===== config.mk =====
export PLATFORM = sky130hd
export DESIGN_NAME = fifoc2cs
export DESIGN_NICKNAME = d
export VERILOG_FILES = /design/src/rtl/fifoc2cs.sv
export SDC_FILE = /design/constraint.sdc
export NUM_CORES = 1
export LEC_CHECK = 0
export BUFFER_PORTS_ARGS = -buffer_cell sky130_fd_sc_hd__buf_2
export CAP_MARGIN = 15
export CORE_MARGIN = 5
export CORE_UTILIZATION = 26
export CTS_CLUSTER_SIZE = 30
export DETAILED_ROUTE_END_ITERATION = 16
export HOLD_SLACK_MARGIN = 0.03
export PLACE_DENSITY = 0.47
export SLEW_MARGIN = 20
export SYNTH_ARGS = -nofsm -noshare
export SYNTH_HDL_FRONTEND = slang
export SYNTH_SLANG_ARGS = --single-unit

===== constraint.sdc =====
create_clock -name clk -period 2.72 [get_ports clk]
set_input_delay 0.136 -clock clk [delete_from_list [all_inputs] [get_ports clk]]
set_output_delay 0.136 -clock clk [all_outputs]
set_load 0.05 [all_outputs]

===== src/rtl/fifoc2cs.sv =====
// fifoc2cs: reads one framed command (55 AA CMD LEN DATA.. CSUM) from FIFO C and publishes it.
// Latency: one byte per 2 cycles; results and pulses appear on the cycle DONE is entered.
// Backpressure: reads only while FIFO C is non-empty; an empty FIFO aborts after TIMEOUT idle cycles.
module fifoc2cs #(
  parameter int MAX_LEN = 4,
  parameter int TIMEOUT = 1024
) (
  input  logic                   clk,
  input  logic                   rst,
  input  logic                   fs_fifoc2cs,
  output logic                   fd_fifoc2cs,
  input  logic                   fifoc_empty,
  output logic                   fifoc_rd_en,
  input  logic [7:0]             fifoc_dout,
  output logic [7:0]             cmd_code,
  output logic [7:0]             cmd_len,
  output logic [8*MAX_LEN-1:0]   cmd_data,
  output logic                   cmd_vld,
  output logic                   err_csum,
  output logic                   err_len,
  output logic                   err_tmo
);

  localparam int TW = $clog2(TIMEOUT + 1);

  typedef enum logic [2:0] {
    S_IDLE, S_HDR0, S_HDR1, S_CMD, S_LEN, S_DATA, S_CSUM, S_DONE
  } state_t;

  state_t               state_q, state_d;
  logic                 pend_q;
  logic [TW-1:0]        tmo_q;
  logic [7:0]           csum_q, idx_q, code_q, len_q;
  logic [8*MAX_LEN-1:0] buf_q;
  logic [7:0]           cmd_code_q, cmd_len_q;
  logic [8*MAX_LEN-1:0] cmd_data_q;
  logic                 cmd_vld_q, err_csum_q, err_len_q, err_tmo_q;

  logic       rd_state, byte_vld, tmo_hit, live;
  logic [7:0] byte_dat;

  // The byte requested last cycle is on fifoc_dout now; pend_q doubles as its valid flag.
  assign rd_state = (state_q != S_IDLE) && (state_q != S_DONE);
  assign live     = rd_state && fs_fifoc2cs;
  assign byte_vld = pend_q;
  assign byte_dat = fifoc_dout;
  assign tmo_hit  = rd_state && !byte_vld && (tmo_q == TW'(TIMEOUT - 1));

  // State register
  always_ff @(posedge clk) begin
    if (rst) state_q <= S_IDLE;
    else     state_q <= state_d;
  end

  // Next-state: abort on fs drop beats timeout, which beats byte handling
  always_comb begin
    state_d = state_q;
    case (state_q)
      S_IDLE: if (fs_fifoc2cs) state_d = S_HDR0;
      S_DONE: if (!fs_fifoc2cs) state_d = S_IDLE;
      default: begin
        if (!fs_fifoc2cs) begin
          state_d = S_IDLE;
        end else if (tmo_hit) begin
          state_d = S_DONE;
        end else if (byte_vld) begin
          case (state_q)
            S_HDR0: if (byte_dat == 8'h55) state_d = S_HDR1;
            S_HDR1: begin
              if (byte_dat == 8'hAA)      state_d = S_CMD;
              else if (byte_dat != 8'h55) state_d = S_HDR0;
            end
            S_CMD: state_d = S_LEN;
            S_LEN: begin
              if (byte_dat > 8'(MAX_LEN)) state_d = S_DONE;
              else if (byte_dat == 8'h00) state_d = S_CSUM;
              else                        state_d = S_DATA;
            end
            S_DATA: if (idx_q == len_q - 8'd1) state_d = S_CSUM;
            S_CSUM: state_d = S_DONE;
            default: state_d = state_q;
          endcase
        end
      end
    endcase
  end

  // Outputs: no read while a byte is in flight, on the timeout cycle or during an abort
  always_comb begin
    fifoc_rd_en = !rst && live && !fifoc_empty && !pend_q && !tmo_hit;
    fd_fifoc2cs = (state_q == S_DONE);
  end

  // Datapath: fetch handshake, timeout, checksum, payload assembly and publication
  always_ff @(posedge clk) begin
    if (rst) begin
      pend_q     <= 1'b0;
      tmo_q      <= '0;
      csum_q     <= '0;
      idx_q      <= '0;
      code_q     <= '0;
      len_q      <= '0;
      buf_q      <= '0;
      cmd_code_q <= '0;
      cmd_len_q  <= '0;
      cmd_data_q <= '0;
      cmd_vld_q  <= 1'b0;
      err_csum_q <= 1'b0;
      err_len_q  <= 1'b0;
      err_tmo_q  <= 1'b0;
    end else begin
      cmd_vld_q  <= 1'b0;
      err_csum_q <= 1'b0;
      err_len_q  <= 1'b0;
      err_tmo_q  <= 1'b0;
      pend_q     <= fifoc_rd_en;
      tmo_q      <= (rd_state && !byte_vld) ? tmo_q + TW'(1) : '0;

      if (state_q == S_IDLE && fs_fifoc2cs) begin
        csum_q <= '0;
        idx_q  <= '0;
        buf_q  <= '0;
      end

      if (live && tmo_hit) err_tmo_q <= 1'b1;

      if (live && byte_vld) begin
        case (state_q)
          S_CMD: begin
            code_q <= byte_dat;
            csum_q <= byte_dat;
          end
          S_LEN: begin
            len_q  <= byte_dat;
            csum_q <= csum_q ^ byte_dat;
            if (byte_dat > 8'(MAX_LEN)) err_len_q <= 1'b1;
          end
          S_DATA: begin
            for (int i = 0; i < MAX_LEN; i++) begin
              if (idx_q == 8'(i)) buf_q[8*i +: 8] <= byte_dat;
            end
            csum_q <= csum_q ^ byte_dat;
            idx_q  <= idx_q + 8'd1;
          end
          S_CSUM: begin
            if (byte_dat == csum_q) begin
              cmd_code_q <= code_q;
              cmd_len_q  <= len_q;
              cmd_data_q <= buf_q;
              cmd_vld_q  <= 1'b1;
            end else begin
              err_csum_q <= 1'b1;
            end
          end
          default: ;
        endcase
      end
    end
  end

  assign cmd_code = cmd_code_q;
  assign cmd_len  = cmd_len_q;
  assign cmd_data = cmd_data_q;
  assign cmd_vld  = cmd_vld_q;
  assign err_csum = err_csum_q;
  assign err_len  = err_len_q;
  assign err_tmo  = err_tmo_q;

endmodule

After elaboration in Yosys (flattened, before gate mapping)
Index checks and enable logic that the tools add are counted.
{ "word_totals": {"input_bits": 12, "elab_cells": 105, "ram_bits": 0, "latch_bits": 0, "regBits": 131, "mem_count": 0, "mem_bits_ro": 0, "out_inout_bits": 54} }
{ "op_classes": {"div": 0, "muxes": 30, "shifts": 0, "eq_ne": 24, "addsub": 3, "bitwise": 5, "reduce_logical": 27, "multipliers": 0, "n_lt_le_gt_ge": 1} }
{ "ops": {"columns": ["op", "n"], "rows": [
  ["32-bit 2-to-1 mux", 3],
  ["8-bit 2-to-1 mux", 9],
  ["3-bit 2-to-1 mux", 9],
  ["3-bit one-hot mux with 6 select lines", 1],
  ["8-bit by 2-bit equality test with 1-bit output (second input constant)", 2],
  ["8-bit equality test", 2],
  ["8-bit zero test", 2],
  ["8-bit one-hot mux with 2 select lines", 1],
  ["3-bit equality test (second input constant)", 4],
  ["11-bit by 1-bit adder with 11-bit output (second input constant)", 1],
  ["11-bit by 10-bit equality test with 1-bit output (second input constant)", 1],
  ["1-bit logical AND", 11],
  ["5-bit != test (second input constant)", 2],
  ["9-bit by 1-bit != test with 1-bit output (second input constant)", 1],
  ["8-bit by 1-bit adder with 8-bit output (second input constant)", 1],
  ["8-bit by 1-bit equality test with 1-bit output (second input constant)", 1],
  ["8-bit by 7-bit equality test with 1-bit output (second input constant)", 1],
  ["8-bit equality test (second input constant)", 1],
  ["8-bit by 3-bit > comparator with 1-bit output (second input constant)", 1],
  ["8-bit by 7-bit != test with 1-bit output (second input constant)", 1],
  ["8-bit by 1-bit subtractor with 8-bit output (second input constant)", 1],
  ["8-bit bitwise XOR", 1],
  ["7-bit AND reduction", 1],
  ["3-bit by 2-bit equality test with 1-bit output (second input constant)", 2],
  ["other kinds (16)", 30]
]} }

Logic depth before layout (Yosys ltp)
Gate-level depths: netlist of run 1.
{ "logic_depth": {"word_depth": 8, "ltp_mapped": 9, "depth_no_buf": 8} }

Worst setup path before layout of run 1
OpenSTA, ideal clock, no wires.
{ "synth_path": {"path_kind": "flip-flop to output port", "startpoint": "register state_q[0]", "endpoint": "output port fifoc_rd_en", "path_stages_with_launch": 6, "n_path_buf": 1, "setup_slack_ns": -0.216, "arrival_time_ns": 2.800, "required_ns": 2.584, "cell_sequence": "dfxtp_1 and3_1 or2_1 and3b_1 clkbuf_1 nor4_1"} }
{ "synth_via": {"elab_chain_len": 7, "elab_cells_between_ends": 11, "cone_classes": "eq/ne: 1; reduce/logical: 10"} }
{ "synth_rtl": {"columns": ["element", "line_no", "text"], "rows": [
  ["start, declared", "30", "state_t state_q, state_d;"],
  ["start signal, assigned", "52", "else state_q <= state_d;"],
  ["3-bit != test / 3-bit nonzero test (equally long branches)", "43", "assign rd_state = (state_q != S_IDLE) && (state_q != S_DONE);"],
  ["1-bit logical AND *", "43", null],
  ["1-bit logical AND", "44", "assign live = rd_state && fs_fifoc2cs;"],
  ["1-bit logical AND (3 in a row)", "90", "fifoc_rd_en = !rst && live && !fifoc_empty && !pend_q && !tmo_hit;"],
  ["1-bit logical AND *", "90", null],
  ["end, declared", "13", "output logic fifoc_rd_en,"]
]} }
Every way passes the cells marked *; elsewhere a longest branch is shown, timed or not.

Worst setup path in the final report of run 1
{ "layout_path": {"startpoint": "register len_q[0]", "endpoint": "register state_q[1]"} }
{ "layout_via": {"elab_chain_len": 4} }
{ "layout_rtl": {"columns": ["element", "line_no", "text"], "rows": [
  ["start, declared", "33", "logic [7:0] csum_q, idx_q, code_q, len_q;"],
  ["start signal, assigned", "134", "len_q <= byte_dat;"],
  ["8-bit by 1-bit subtractor with 8-bit output", "79", "S_DATA: if (idx_q == len_q - 8'd1) state_d = S_CSUM;"],
  ["8-bit equality test", "79", null],
  ["5-bit != test (no source line)", null, null],
  ["7-bit AND reduction (no source line)", null, null]
]} }
Every way passes these cells.
A chain may end at the register's enable or synchronous reset.

==> results of run 1 <==
==> flip-flops by register name, summed over array words and instances, names as in the netlist, 3 cells and up <==
name,flops
buf_q,32
cmd_data,32
tmo_q,11
cmd_code,8
cmd_len,8
code_q,8
csum_q,8
idx_q,8
len_q,8
state_q,3
==> worst max-delay path by stage <==
stage,startpoint,end,slack [ps],cells after the start
finish,len_q[0]$_SDFFE_PP0P_,state_q[1]$_SDFFE_PP0P_,240,8
detailed placement,len_q[0]$_SDFFE_PP0P_,state_q[1]$_SDFFE_PP0P_,260,8
global placement,len_q[0]$_SDFFE_PP0P_,state_q[1]$_SDFFE_PP0P_,400,8
CTS,len_q[0]$_SDFFE_PP0P_,state_q[1]$_SDFFE_PP0P_,230,8
floorplan,state_q[0]$_SDFFE_PP0P_,fifoc_rd_en,370,5
global route,len_q[0]$_SDFFE_PP0P_,state_q[1]$_SDFFE_PP0P_,50,8
==> per-stage QoR <==
step	total power, W	utilization
2_1_floorplan	0.00230	-
3_3_place_gp	0.00242	0.292
3_5_place_dp	0.00242	0.292
4_1_cts	0.00474	0.321
5_1_grt	0.00487	0.321
6_report	0.00467	0.321
==> power by group <==
part / switching [W] / internal (W) / total [W]
registers: 0.0000429 / 0.00194 / 0.00198
logic: 0.000273 / 0.000119 / 0.000391
clock network: 0.000864 / 0.00143 / 0.00229
total: 0.00118 / 0.00349 / 0.00467
==> final cells by class <==
type	instances	share of cell area
Clock buffer	17	0.0631
Clock inverter	14	0.0243
Inverter	10	0.00556
Multi-Input combinational cell	471	0.399
Sequential cell	131	0.389
Tap cell	275	0.0510
Timing Repair Buffer	82	0.0683
==> worst min-delay path, stage by stage <==
cell and delay (ps):
buf_2 150, nand2_1 80, a21oi_1 50
==> logic make-up after synthesis <==
family / after synthesis
compound gates: 93
xor+xnor: 31
fa+ha+maj: 6
buf+inv: 59
flops: 131
mux: 47
simple gates: 294
==> layer usage <==
metal	vias to the layer above	global-route usage	part of all wire	wire length (um)
met5	-	0	0	0
met4	0	0.0342	0.012	174
met3	13	0.0372	0.059	885
met2	92	0.183	0.42	6300
met1	2154	0.178	0.51	7650
li1	2344	-	-	-
==> placed cells by master, fill, tap and decap left out, types with 11 or more instances in the layout <==
master,n
nor2_1,85
buf_4,16
nand3_1,42
dfxtp_1,131
nand4_1,14
a21oi_1,68
nand2_1,97
clkbuf_16,17
xor2_1,11
mux2i_1,47
buf_2,64
xnor2_1,20
nor3_1,15
==> key figures, run 1 <==
Floorplan
  • Die area: 24,300 sq um
  • Std-Cell Rows: 53
  • Die W: 156 um
  • Initial core utilization: 0.264
  • Die Y-Extent: 156 um
  • CORE AREA: about 21,000 sq um
  • Ports: 66

Cells and area
  • Antenna diodes: 0
  • Fill cell count: 2,245
  • Area Overhead vs Synth: 21.7%
  • Share of layout cells above drive strength 1: 0.167
  • Area of the multi-input gates: 2690 sq um
  • Finished Cell Area: 6750 sq um
  • Final nets: roughly 730
  • Sequential cell area: approximately 2600 sq um
  • Final Non-Filler Cells: 1,000

Synthesis
  • Synth Area in Adders: 0.0135
  • Post-Synthesis Cell Area: between 5000 and 6000 sq um
  • Dominant synthesized flop cell: dfxtp_1
  • Simple-Gate Fraction of Synth Area: 0.243
  • EDFF count, synth: 0
  • Mean area per synthesized cell: 8.38 sq um
  • Most common cell in the netlist: dfxtp_1
  • Distinct cells, synth: 45
  • Post-synth net total: 679
  • Xor/xnor cell area share of the yosys netlist: 0.0490
  • Mux cell area share after synthesis: 0.0849
  • Largest family of logic cells by synthesized area: simple AND/OR/NAND/NOR gates
  • YS warnings: 0
  • Synth top cells by count: dfxtp_1 (131), nand2_1 (97), nor2_1 (85), a21oi_1 (68), mux2i_1 (47)
  • Post-synthesis compound-gate area fraction: 0.0942
  • Mapped Cells: 661
  • Sequential-to-total area share from yosys stat: 0.473
  • Post-synthesis register bit count: 131
  • Dominant cells by area after synthesis: dfxtp_1 (47%), mux2i_1 (8.5%), nand2_1 (6.6%)
  • Synth top area share: 0.473
  • Post-synthesis async set-or-reset flop share: 0
  • Largest area contributor in the netlist: dfxtp_1

Placement
  • Cells after DPL: between 900 and 1k
  • Post-DP Area: 6140 sq um
  • Hpwl dp: 9760 um
  • Setup WS pre-CTS: around 260 ps
  • RD Place Congestion: around 0.76
  • PortBufs: 65

Setup path
  • Worst path max stage delay: around 550 ps
  • CP Capture Type: register
  • Worst setup SP type: register
  • CP bufs+invs: 1
  • Most Frequent Cell on Critical Path: o31ai_1
  • Critical-path top delay cell: a2111oi_1
  • WP data arrival: ~2800 ps
  • Crit path max-delay family: compound AO/OA/AOI/OAI gates
  • CP Cell Sequence: inv_1, ha_1, nor3b_2, nor4b_1, a41oi_1, a2111oi_1, o31ai_1, o31ai_1
  • Worst endpoint required time: 3050 ps
  • CP Max Fanout: 7
  • Critical R2R Launch: len_q[0]$_SDFFE_PP0P_
  • Reg-to-reg slack, setup: approximately 240 ps
  • FF-to-FF path depth: 8
  • RR Endpoint: state_q[1]$_SDFFE_PP0P_
  • CP Class: register to register

Min path
  • Worst hold stages: 3
  • Hold EP: buf_q[25]$_SDFF_PP0_
  • Tightest Hold Check Type: input pin to register
  • Hold path start: fifoc_dout[1]

STA
  • Setup Skew: 6.79 ps
  • Fin. Hold Viols: 0
  • Final hold slack: 53.7 ps
  • TNS Setup: 0 ps
  • RSZ-0062 raised after global routing: false
  • Slew Viols, Final: 0
  • Smallest setup slack after layout: 242 ps
  • Fmax: 404 MHz
  • Min Tclk post-route: around 2500 ps
  • Least-Margin Pin Slew: just over 800 ps
  • Period utilisation layout: 0.911
  • Rel. slew slack: 0.457
  • # setup viols final: 0

Flow run
  • Max cap viols: 0

Global route
  • Antenna violations before repair: 0
  • GRT overflow: 0
  • First-pass GRT wire length: ~24,000 um
  • Vias in the first global route: 4,431
  • Largest net degree at the start of global routing: 63
  • Gr usage total: 0.125

Pwr
  • Peak supply drop: about 0.00038 V
  • P_leak: 2.80 nW
  • PwrDens: 692 nW/um^2

Clocking
  • Clk buf depth: 2
  • Clock sinks: 131
  • CTS clk-pin slew, worst paths: roughly 60 ps
  • Skew-Pair Late Insertion Delay: 420 ps
  • TritonCTS buffer count: 17
  • CTS resizes: 0
  • # Post-CTS Setup Buffers: 0
  • H-Tree Depth: 4
  • Clock Tree Root: clkbuf_16
  • Hold_buf cts: 2
  • CTS tree: done

Run status
  • Outcome: finished, final reports clean

Routing
  • Drt wl/cell: ~15 um
  • Starting DRT DRC Count: just under 300
  • Drt pass-1 iters: 4
  • Routed WL: 15,000 um
  • Vias per cell: roughly 4.6
  • Final ANT Viol Nets: 0
  • Via count: ~4.6k
  • DR DRC count: 0
(Power assumes the default switching activity.)
==> run 2, diff against run 1 <==
CORE_ASPECT_RATIO = 0.8   (was unset)
==> run 2 against run 1 <==
  * Cell count shrank 0.70%
  * Largest cell class unchanged
  * Hold slack improved by 81 ps
  * Combinational power is essentially flat
  * Flip-flop and latch count unchanged
  * Critical path type unchanged
==> key figures, run 2 (same netlist as run 1, synthesis figures left out) <==
Setup path
  • Critical-path top delay cell: a2111oi_1
  • Worst setup SP type: register
  • WP data arrival: 2740 ps (-60 ps)
  • CP Capture Type: register
  • CP Max Fanout: 7 (unchanged)
  • Worst endpoint required time: 3040 ps (about the same)
  • CP Class: register to register
  • Worst path max stage delay: 520 ps (-30 ps)
  • CP Cell Sequence: inv_1, ha_1, nor3b_2, nor4b_1, a41oi_1, a2111oi_1, o31ai_1, o31ai_1
  • Most Frequent Cell on Critical Path: o31ai_1

Clocking
  • CTS resizes: 0 (unchanged)
  • TritonCTS buffer count: 17 (unchanged)
  • Clock sinks: 131 (unchanged)
  • CTS clk-pin slew, worst paths: 70 ps (about the same)
  • Clock Tree Root: clkbuf_16
  • Clk buf depth: 2 (unchanged)
  • Skew-Pair Late Insertion Delay: 420 ps (about the same)
  • CTS tree: done
  • H-Tree Depth: 4 (unchanged)

Placement
  • RD Place Congestion: 0.755 (-1.3%)
  • Hpwl dp: 9860 um (+1.0%)
  • PortBufs: 65 (unchanged)
  • Post-DP Area: 6120 sq um (-0.24%)

Routing
  • Drt wl/cell: 15.1 um (+0.54%)
  • Final ANT Viol Nets: 0 (unchanged)
  • Routed WL: 15,000 um (-0.16%)
  • Vias per cell: 4.66 (+1.1%)
  • Via count: 4,623 (+0.43%)
  • Starting DRT DRC Count: 339 (+14%)
  • DR DRC count: 0 (unchanged)
  • Drt pass-1 iters: 5 (+1)

Global route
  • Gr usage total: 0.124 (-0.00120)
  • First-pass GRT wire length: 24,000 um (-0.77%)
  • Largest net degree at the start of global routing: 52 (-17%)
  • GRT overflow: 0 (unchanged)
  • Vias in the first global route: 4,328 (-2.3%)
  • Antenna violations before repair: 0 (unchanged)

STA
  • # setup viols final: 0 (unchanged)
  • Fin. Hold Viols: 0 (unchanged)
  • Fmax: 414 MHz (+2.5%)
  • TNS Setup: 0 ps (unchanged)
  • Period utilisation layout: 0.889 (-0.0219)
  • Slew Viols, Final: 0 (unchanged)
  • Setup Skew: 14.3 ps (+7.50 ps)
  • Rel. slew slack: 0.435 (-0.0220)
  • RSZ-0062 raised after global routing: false
  • Min Tclk post-route: 2420 ps (-59.5 ps)
  • Least-Margin Pin Slew: 848 ps (+33.0 ps)

Cells and area
  • Commonest non-fill, non-tap cell in the layout: dfxtp_1
  • Finished Cell Area: 6740 sq um (-0.13%)
  • Commonest non-fill, non-tap cells in the layout: dfxtp_1 (131), nand2_1 (97), nor2_1 (85)
  • Antenna diodes: 0 (unchanged)
  • Final nets: 729 (-0.27%)
  • Layout Utilization: 0.324 (+0.00272)
  • Share of layout cells above drive strength 1: 0.166 (-0.00115)
  • Area Overhead vs Synth: 21.6%

Floorplan
  • Ports: 66 (unchanged)
  • Std-Cell Rows: 47 (-11%)
  • Die Y-Extent: 141 um (-9.9%)
  • Die W: 173 um (+11%)
  • Die area: 24,400 sq um (about the same)
  • Initial core utilization: 0.266 (+0.00258)
  • CORE AREA: 20,800 sq um (-0.97%)

Pwr
  • PwrDens: 704 nW/um^2 (+1.8%)
  • Peak supply drop: 0.000271 V (-29%)
  • Pwr Total: 0.00475 W (+1.7%)
  • P_leak: 2.80 nW (-0.28%)

Min path
  • Tightest Hold Check Type: input pin to register

Run status
  • Outcome: finished, final reports clean

Flow run
  • Max cap viols: 0 (unchanged)
==> run 2: timing repair <==
action,in CTS,in global routing
hold buffers,1,0
hold endpoints to repair,1,0
buffers inserted,0,0
==> run 2: metrics by stage <==
stage          hold WS (ps)  setup WS, ps  cells
2_1_floorplan           215           372    661
3_3_place_gp            339           413    960
3_5_place_dp            341           320    960
4_1_cts                 110           282    993
5_1_grt                 120          24.3    993
6_report                134           302    993
==> run 2: routing by layer <==
layer,global-route usage,share of wire,vias to the layer above
li1,-,-,2355
met1,0.183,0.54,2149
met2,0.175,0.41,107
met3,0.0324,0.043,12
met4,0.0403,0.011,0
met5,0,0,-
==> run 2: critical path, delay by kind of cell, from the launching register on <==
family                   cells  cell delay [ps]
AO/OA/AOI/OAI                4             1030
AND/OR/NAND/NOR              2              680
flip-flops                   1              350
buffers and inverters        1               90
adder cells (fa/ha/maj)      1              180
==> run 2: report_power, final <==
part,leakage (nW),switching (W),internal (W),total (W)
sequential,1.06,0.0000459,0.00194,0.00198
clock,0.286,0.000917,0.00145,0.00237
combinational,1.46,0.000272,0.000116,0.000389
==> run 2: worst paths after layout <==
check | startpoint | endpoint | slack (ps) | cells after the start
worst max-delay path | len_q[0]$_SDFFE_PP0P_ | state_q[1]$_SDFFE_PP0P_ | 300 | 8
worst min-delay path | fifoc_dout[6] | buf_q[6]$_SDFF_PP0_ | 130 | 3
worst max register to register | len_q[0]$_SDFFE_PP0P_ | state_q[1]$_SDFFE_PP0P_ | 300 | 8
worst min register to register | code_q[4]$_SDFFE_PP0P_ | code_q[4]$_SDFFE_PP0P_ | 460 | 2
==> run 2: area by class of cell <==
type | count | area [sq um]
clock buffers | 18 | 429
clock inverters | 14 | 176
multi-input cells | 471 | 2690
inverters | 10 | 37.5
repair buffers | 80 | 443
well taps | 269 | 337
flip-flops and latches | 131 | 2620
fillers | 2242 | 14100
